==> src/rtl/program_loader_rom.sv <==
// Program loader and instruction store: assembles a byte-serial program into 16-bit
// words, holds the CPU in reset while loading and serves fetches combinationally.
module program_loader_rom #(
  parameter int ADDR_W = 8,
  parameter int DATA_W = 16
) (
  input  logic              clk,
  input  logic              rst,
  input  logic              load_start,
  input  logic              load_valid,
  input  logic [7:0]        load_byte,
  output logic              load_ready,
  output logic              load_done,
  output logic              cpu_rst,
  input  logic [ADDR_W-1:0] mem_address,
  output logic [DATA_W-1:0] mem_value
);

  localparam int DEPTH = 2 ** ADDR_W;
  // Counters must be able to hold a full-array count (256 words for a zero length byte).
  localparam int CNT_W = (ADDR_W + 1 > 9) ? ADDR_W + 1 : 9;

  typedef enum logic [2:0] {IDLE, LEN, LOW, HIGH, RUN} state_t;

  state_t            state_q, state_d;
  logic [CNT_W-1:0]  target_q, target_d;
  logic [CNT_W-1:0]  count_q, count_d;
  logic [ADDR_W-1:0] wr_ptr_q, wr_ptr_d;
  logic [7:0]        low_q, low_d;
  logic              done_q, done_d;
  logic              accept;
  logic              mem_we;
  logic [DATA_W-1:0] mem [DEPTH];

  always_comb begin
    state_d    = state_q;
    target_d   = target_q;
    count_d    = count_q;
    wr_ptr_d   = wr_ptr_q;
    low_d      = low_q;
    done_d     = 1'b0;
    mem_we     = 1'b0;
    load_ready = (state_q == LEN) || (state_q == LOW) || (state_q == HIGH);
    accept     = load_valid && load_ready && !load_start;

    // load_start wins over any byte presented in the same cycle
    if (load_start) begin
      state_d  = LEN;
      wr_ptr_d = '0;
      count_d  = '0;
    end else if (accept) begin
      case (state_q)
        LEN: begin
          target_d = (load_byte == 8'h00) ? CNT_W'(256) : CNT_W'(load_byte);
          wr_ptr_d = '0;
          count_d  = '0;
          state_d  = LOW;
        end
        LOW: begin
          low_d   = load_byte;
          state_d = HIGH;
        end
        HIGH: begin
          mem_we   = 1'b1;
          wr_ptr_d = wr_ptr_q + 1'b1;
          count_d  = count_q + CNT_W'(1);
          if (count_q + CNT_W'(1) == target_q) begin
            done_d  = 1'b1;
            state_d = RUN;
          end else begin
            state_d = LOW;
          end
        end
        default: ;
      endcase
    end
  end

  always_ff @(posedge clk or negedge rst) begin
    if (!rst) begin
      state_q  <= IDLE;
      target_q <= '0;
      count_q  <= '0;
      wr_ptr_q <= '0;
      low_q    <= '0;
      done_q   <= 1'b0;
    end else begin
      state_q  <= state_d;
      target_q <= target_d;
      count_q  <= count_d;
      wr_ptr_q <= wr_ptr_d;
      low_q    <= low_d;
      done_q   <= done_d;
    end
  end

  // Storage is deliberately not reset; only words below count_q are ever exposed.
  always_ff @(posedge clk) begin
    if (mem_we) begin
      mem[wr_ptr_q] <= DATA_W'({load_byte, low_q});
    end
  end

  always_comb begin
    cpu_rst   = (state_q != RUN);
    load_done = done_q;
    mem_value = '0;
    if ((state_q == RUN) && (CNT_W'(mem_address) < count_q)) begin
      mem_value = mem[mem_address];
    end
  end

endmodule

==> config.mk <==
export PLATFORM = sky130hd
export DESIGN_NAME = program_loader_rom
export DESIGN_NICKNAME = d
export VERILOG_FILES = /design/src/rtl/program_loader_rom.sv
export SDC_FILE = /design/constraint.sdc
export NUM_CORES = 2
export LEC_CHECK = 0
export CORE_MARGIN = 2
export CORE_UTILIZATION = 28
export DETAILED_ROUTE_END_ITERATION = 8
export PLACE_DENSITY = 0.46
export SLEW_MARGIN = 20
export SYNTH_ARGS = -nofsm -noshare
export SYNTH_HDL_FRONTEND = slang
export SYNTH_SLANG_ARGS = --single-unit
==> constraint.sdc <==
create_clock -name clk -period 4.15 [get_ports clk]
set_input_delay 0.6225 -clock clk [delete_from_list [all_inputs] [get_ports clk]]
set_output_delay 0.6225 -clock clk [all_outputs]
set_load 0.01 [all_outputs]
# After elaboration in Yosys (flattened, before gate mapping)
# Memories as Yosys holds them, arrays and structs flattened.
# Cells that the tools add are included.
# W data, S select, Z words.
# totals
ramBits	4096
register_bits	38
mem_count	1
wordCells	52
# op_classes
reduce_logical	14
order_cmp	1
n_bitwise	1
eq_ne	6
muxes	21
add_sub_neg	2
# mem_list
memory	depth	width	rd	rd_ports_with_merged_regs	wr	line_no	rtl
mem	256	16	1	0	1	33	logic [DATA_W-1:0] mem [DEPTH];
# ops
cell	n
$mux W9	3
$pmux W9 S2	1
$mux W16	1
$mux W8	2
$pmux W8 S2	1
$add A9 B1 Y9 const B	1
$eq A9 B9 Y1	1
$lt A8 B9 Y1	1
$mux W1	9
$mux W3	3
$pmux W3 S3	1
$add A8 B1 Y8 const B	1
$logic_not A8 Y1	1
$eq A3 B2 Y1 const B	2
$reduce_and A3 Y1	2
$reduce_and A2 Y1	2
$reduce_bool A4 Y1	1
$eq A3 B1 Y1 const B	1
$eq A3 B3 Y1 const B	1
$logic_and A1 B1 Y1	3
$ne A3 B3 Y1 const B	1
$reduce_bool A3 Y1	1
$logic_or A1 B1 Y1	2
$reduce_bool A2 Y1	1
other kinds (2)	2

# Logic depth before layout (Yosys ltp)
# depth
ltp_word	9
ltp_mapped	14
ltp_nobuf	9

# Least setup slack after synthesis
# No wires, ideal clock.
# synth_path
kind	register to register
start	register low_q[0]
end	memory mem[0][0], data pin
setup_ns	0.803
setup_slack_ns	0.166
synth_period_minus_slack_ns	3.984
n_path_buf	0
t_arrival_ns	3.181
required_ns	3.347
path_stages_with_launch	1
cell_sequence	dfrtp_1
# synth_rtl
element	line_no	rtl
start, declared	29	logic [7:0] low_q, low_d;
start signal, assigned	92	low_q <= low_d;
end, declared	33	
# Straight into the memory's write port.

# Final worst setup path
# layout_path
start	memory mem[119][12]
end	output mem_value[12]
# layout_between
elab_chain_len	2
# layout_lines
element	line_no	rtl
$mem_v2 Z256 W16	-	
$mux W16	108	if ((state_q == RUN) && (CNT_W'(mem_address) < count_q)) begin
end, declared	16	output logic [DATA_W-1:0] mem_value
# No other way between the ends.

==> results.toml <==
[die]
coreArea_mm2 = 0.574
start_util = 0.281
die_w_um = 763
die_h_um = 763
io_pins = 39
die-area_mm2 = 0.582
rows = 278

[power_and_ir_drop]
power_switching_mw = 22.1
leakagePower_nw = 66.3
internal_power_mw = 72.0
peakVddDrop_mv = 0.428
finalPower_mw = 94.1
switching_share = 0.235
share_clk_of_total_power = 0.410
p_comb_frac = 0.082
power.density_mw_per_mm2 = 468
pwr-share-seq = 0.508

[drt]
drtIter0Drc = 10100
wl_um = 540000
via_per_inst = 5.08
maxUsedRoutingLayer = "met5"
met1Wirelength_um = 236000
drc = 0
final_antenna_net_count = 0
first_pass_iters = 6
wire_per_inst_um = 31.0
via_count = 88600
wl_met2_um = 250000
met3_length_um = 38900

[sta]
tightestPinTransition_ns = 1.18
rsz0062_at_grt = "true"
finalSetupViolCount = 16
slew_violations = 0
fmax_mhz = 213
layout_setup_ws_ns = -0.540
relSlewSlack = 0.215
period_minus_slack_ns = 4.69
finClkSkew_ns = 0.0561
post-route-period-util = 1.13
hold_violations = 0

[clocking]
cts_buffers = 435
cts.sinks = 4134
cts_root_buffer = "clkbuf_16"
cts_htree_levels = 5
cts_buffer_depth = 4
cts_tree = "yes"
clkTransAtPathRegs_ns = 0.06
clock_latency_ns = 1.03

[final_layout]
syn2layout_area_growth_pct = 24.6
final_util = 0.350
final_layout_size_suffix_gt1_frac = 0.338
fin_area_mm2 = 0.201
seq_area_mm2 = 0.124
layout_common_cells = "edfxtp_1, buf_4, mux2i_1"
layout.nets = 9521
nFillCells = 53500
multi_input_area_mm2 = 0.0373
final_common_cell = "edfxtp_1"

[worst_setup_path]
cp_slowest_cell = "mux4_2"
crit_top_cell = "mux4_2"
cp_cell_sequence = "mux4_2 -> mux4_2 -> o211ai_1 -> buf_4 -> nand4_1 -> buf_12 -> a22o_4 -> buf_6"
cp-start-kind = "flip-flop"
crit_buf_inv = 3
path_class = "reg -> out"
worstPathArrival_ns = 4.07
cp_top_family = "multiplexers"
cp_max_fo = 1
cp_slowest_stage_delay_ns = 0.58
worstPathRequired_ns = 3.53
cp-end-kind = "primary output"

[logic_synthesis]
synthTopCellsByArea = "edfxtp_1, mux4_2, mux2i_1"
async_flop_share = 0.00919
synth-edff-count = 4096
yosys_warnings = 0
synth_cell_type_count = 70
synth_area_mm2 = 0.161
ys.flop_type = "edfxtp_1"
synth_top_cell_by_area = "edfxtp_1"
postSynthAreaPerCell_um2 = 20.2
ys_seq_elements = 4134
synthCells = 7990
ys_seq_area_frac = 0.769
synth.top_cell.area_share = 0.763
synth_nets = 8022

[placed_design]
place_ws_ns = -1.64
routabilityCongestion = 0.863
port_buffers = 38
place_hpwl_um = 344000
place_area_mm2 = 0.181

[global_routing]
grt-ovfl-total = 0
grt_pass1_vias = 87700
grt_usage = 0.179
antenna_found_initial = 28
grt_first_pass_wirelength_um = 735000
grt_max_degree = 137

[hold_path]
holdCritPathClass = "in -> reg"

[outcome]
outcome = "finished with violations"
violations = "setup timing"

[flow_run]
cap_violations = 0
==> per-layer routing <==
layer / vias to the layer above / GRT usage
li1: 36600 / -
met1: 48200 / 0.254
met2: 3260 / 0.287
met3: 611 / 0.0310
met4: 4 / 0.0431
met5: - / 0
==> through the flow <==
stage          hold WS, ns  cells  setup TNS [ns]
2_1_floorplan        0.327   7990               0
3_3_place_gp         0.516  16400          -18.90
3_5_place_dp         0.524  16400          -18.26
4_1_cts             0.0500  17300           -3.73
5_1_grt             0.0958  17400           -4.31
6_report             0.131  17400           -3.54
==> power groups by stage <==
stage	Sequential [mW]	Combinational, mW	Clock (mW)
finish	47.8	7.71	38.6
global route	47.8	8.04	41.0
CTS	47.8	7.42	39.4
detailed placement	48.7	7.04	0
global placement	48.7	6.90	0
floorplan	49.5	2.30	0
==> final cells by class <==
class / count / share of cell area
inverter: 20 / 0.000461
antenna: 14 / 0.000174
clock buffer: 546 / 0.0569
tap: 7560 / 0.0471
clock inverter: 258 / 0.0125
timing repair buffer: 1558 / 0.0805
sequential: 4134 / 0.617
multi-input combinational: 3340 / 0.186
==> timing repair <==
item / in CTS / in global routing
gates cloned: 17 / 9
resized for setup: 427 / 419
endpoints found under the hold margin: 38 / 0
hold buffers: 1 / 0
endpoints found under the setup margin: 16 / 16
setup buffers: 42 / 180
pin swaps: 62 / 145
==> cell families after synthesis <==
| logic type | Yosys count | synth area share |
|---|---|---|
| flops | 4134 | 0.769 |
| mux | 1505 | 0.141 |
| compound gates | 1071 | 0.0495 |
| simple gates | 731 | 0.0200 |
| buf+inv | 516 | 0.0194 |
| xor+xnor | 21 | 0.00114 |
| fa+ha+maj | 12 | 0.000931 |
==> registers in the layout, indices dropped and copies added, names as in the netlist <==
signal,cells
count_q,9
load_done,1
low_q,8
mem,4096
state_q,3
target_q,9
wr_ptr_q,8
==> worst paths after layout <==
kind                                         startpoint                 endpoint  slack [ns]  cells after the start
worst max-delay path             mem[119][12]$_DFFE_PP_            mem_value[12]       -0.54                      8
worst min-delay path                       load_byte[0]     mem[70][8]$_DFFE_PP_        0.13                      1
worst max register to register   state_q[2]$_DFFE_PN0P_   mem[176][11]$_DFFE_PP_        0.89                     10
worst min register to register  target_q[6]$_DFFE_PN0P_  target_q[6]$_DFFE_PN0P_        0.52                      1
max in group asynchronous                           rst     low_q[3]$_DFFE_PN0P_        3.34                      3
min in group asynchronous                           rst      load_done$_DFF_PN0_        0.26                      3
==> cells in the mapped netlist (4+ instances only) <==
master	number
edfxtp_1	4096
mux2i_1	874
mux4_2	602
nor2_1	358
a221oi_1	256
clkbuf_1	244
o21ai_0	231
a221o_1	140
nor3_1	122
buf_6	108
a211oi_1	105
nand2_1	100
a21oi_1	96
a22oi_1	75
buf_2	50
buf_4	48
nand3_1	48
dfrtp_1	38
buf_1	35
mux2_2	26
nor4_1	25
o31ai_1	25
nand2b_1	24
a22o_1	23
a31oi_1	23
inv_1	18
o211ai_1	15
xnor2_1	14
a32oi_1	12
ha_1	12
nand4_1	11
nor2b_1	11
o22ai_1	10
buf_8	9
or3_1	9
or2_2	8
o2111ai_1	7
o311ai_0	7
xor2_1	7
o31a_1	5
or4_1	5
a2111oi_0	4
a211o_1	4
a311o_1	4
(Power assumes the default switching activity.)
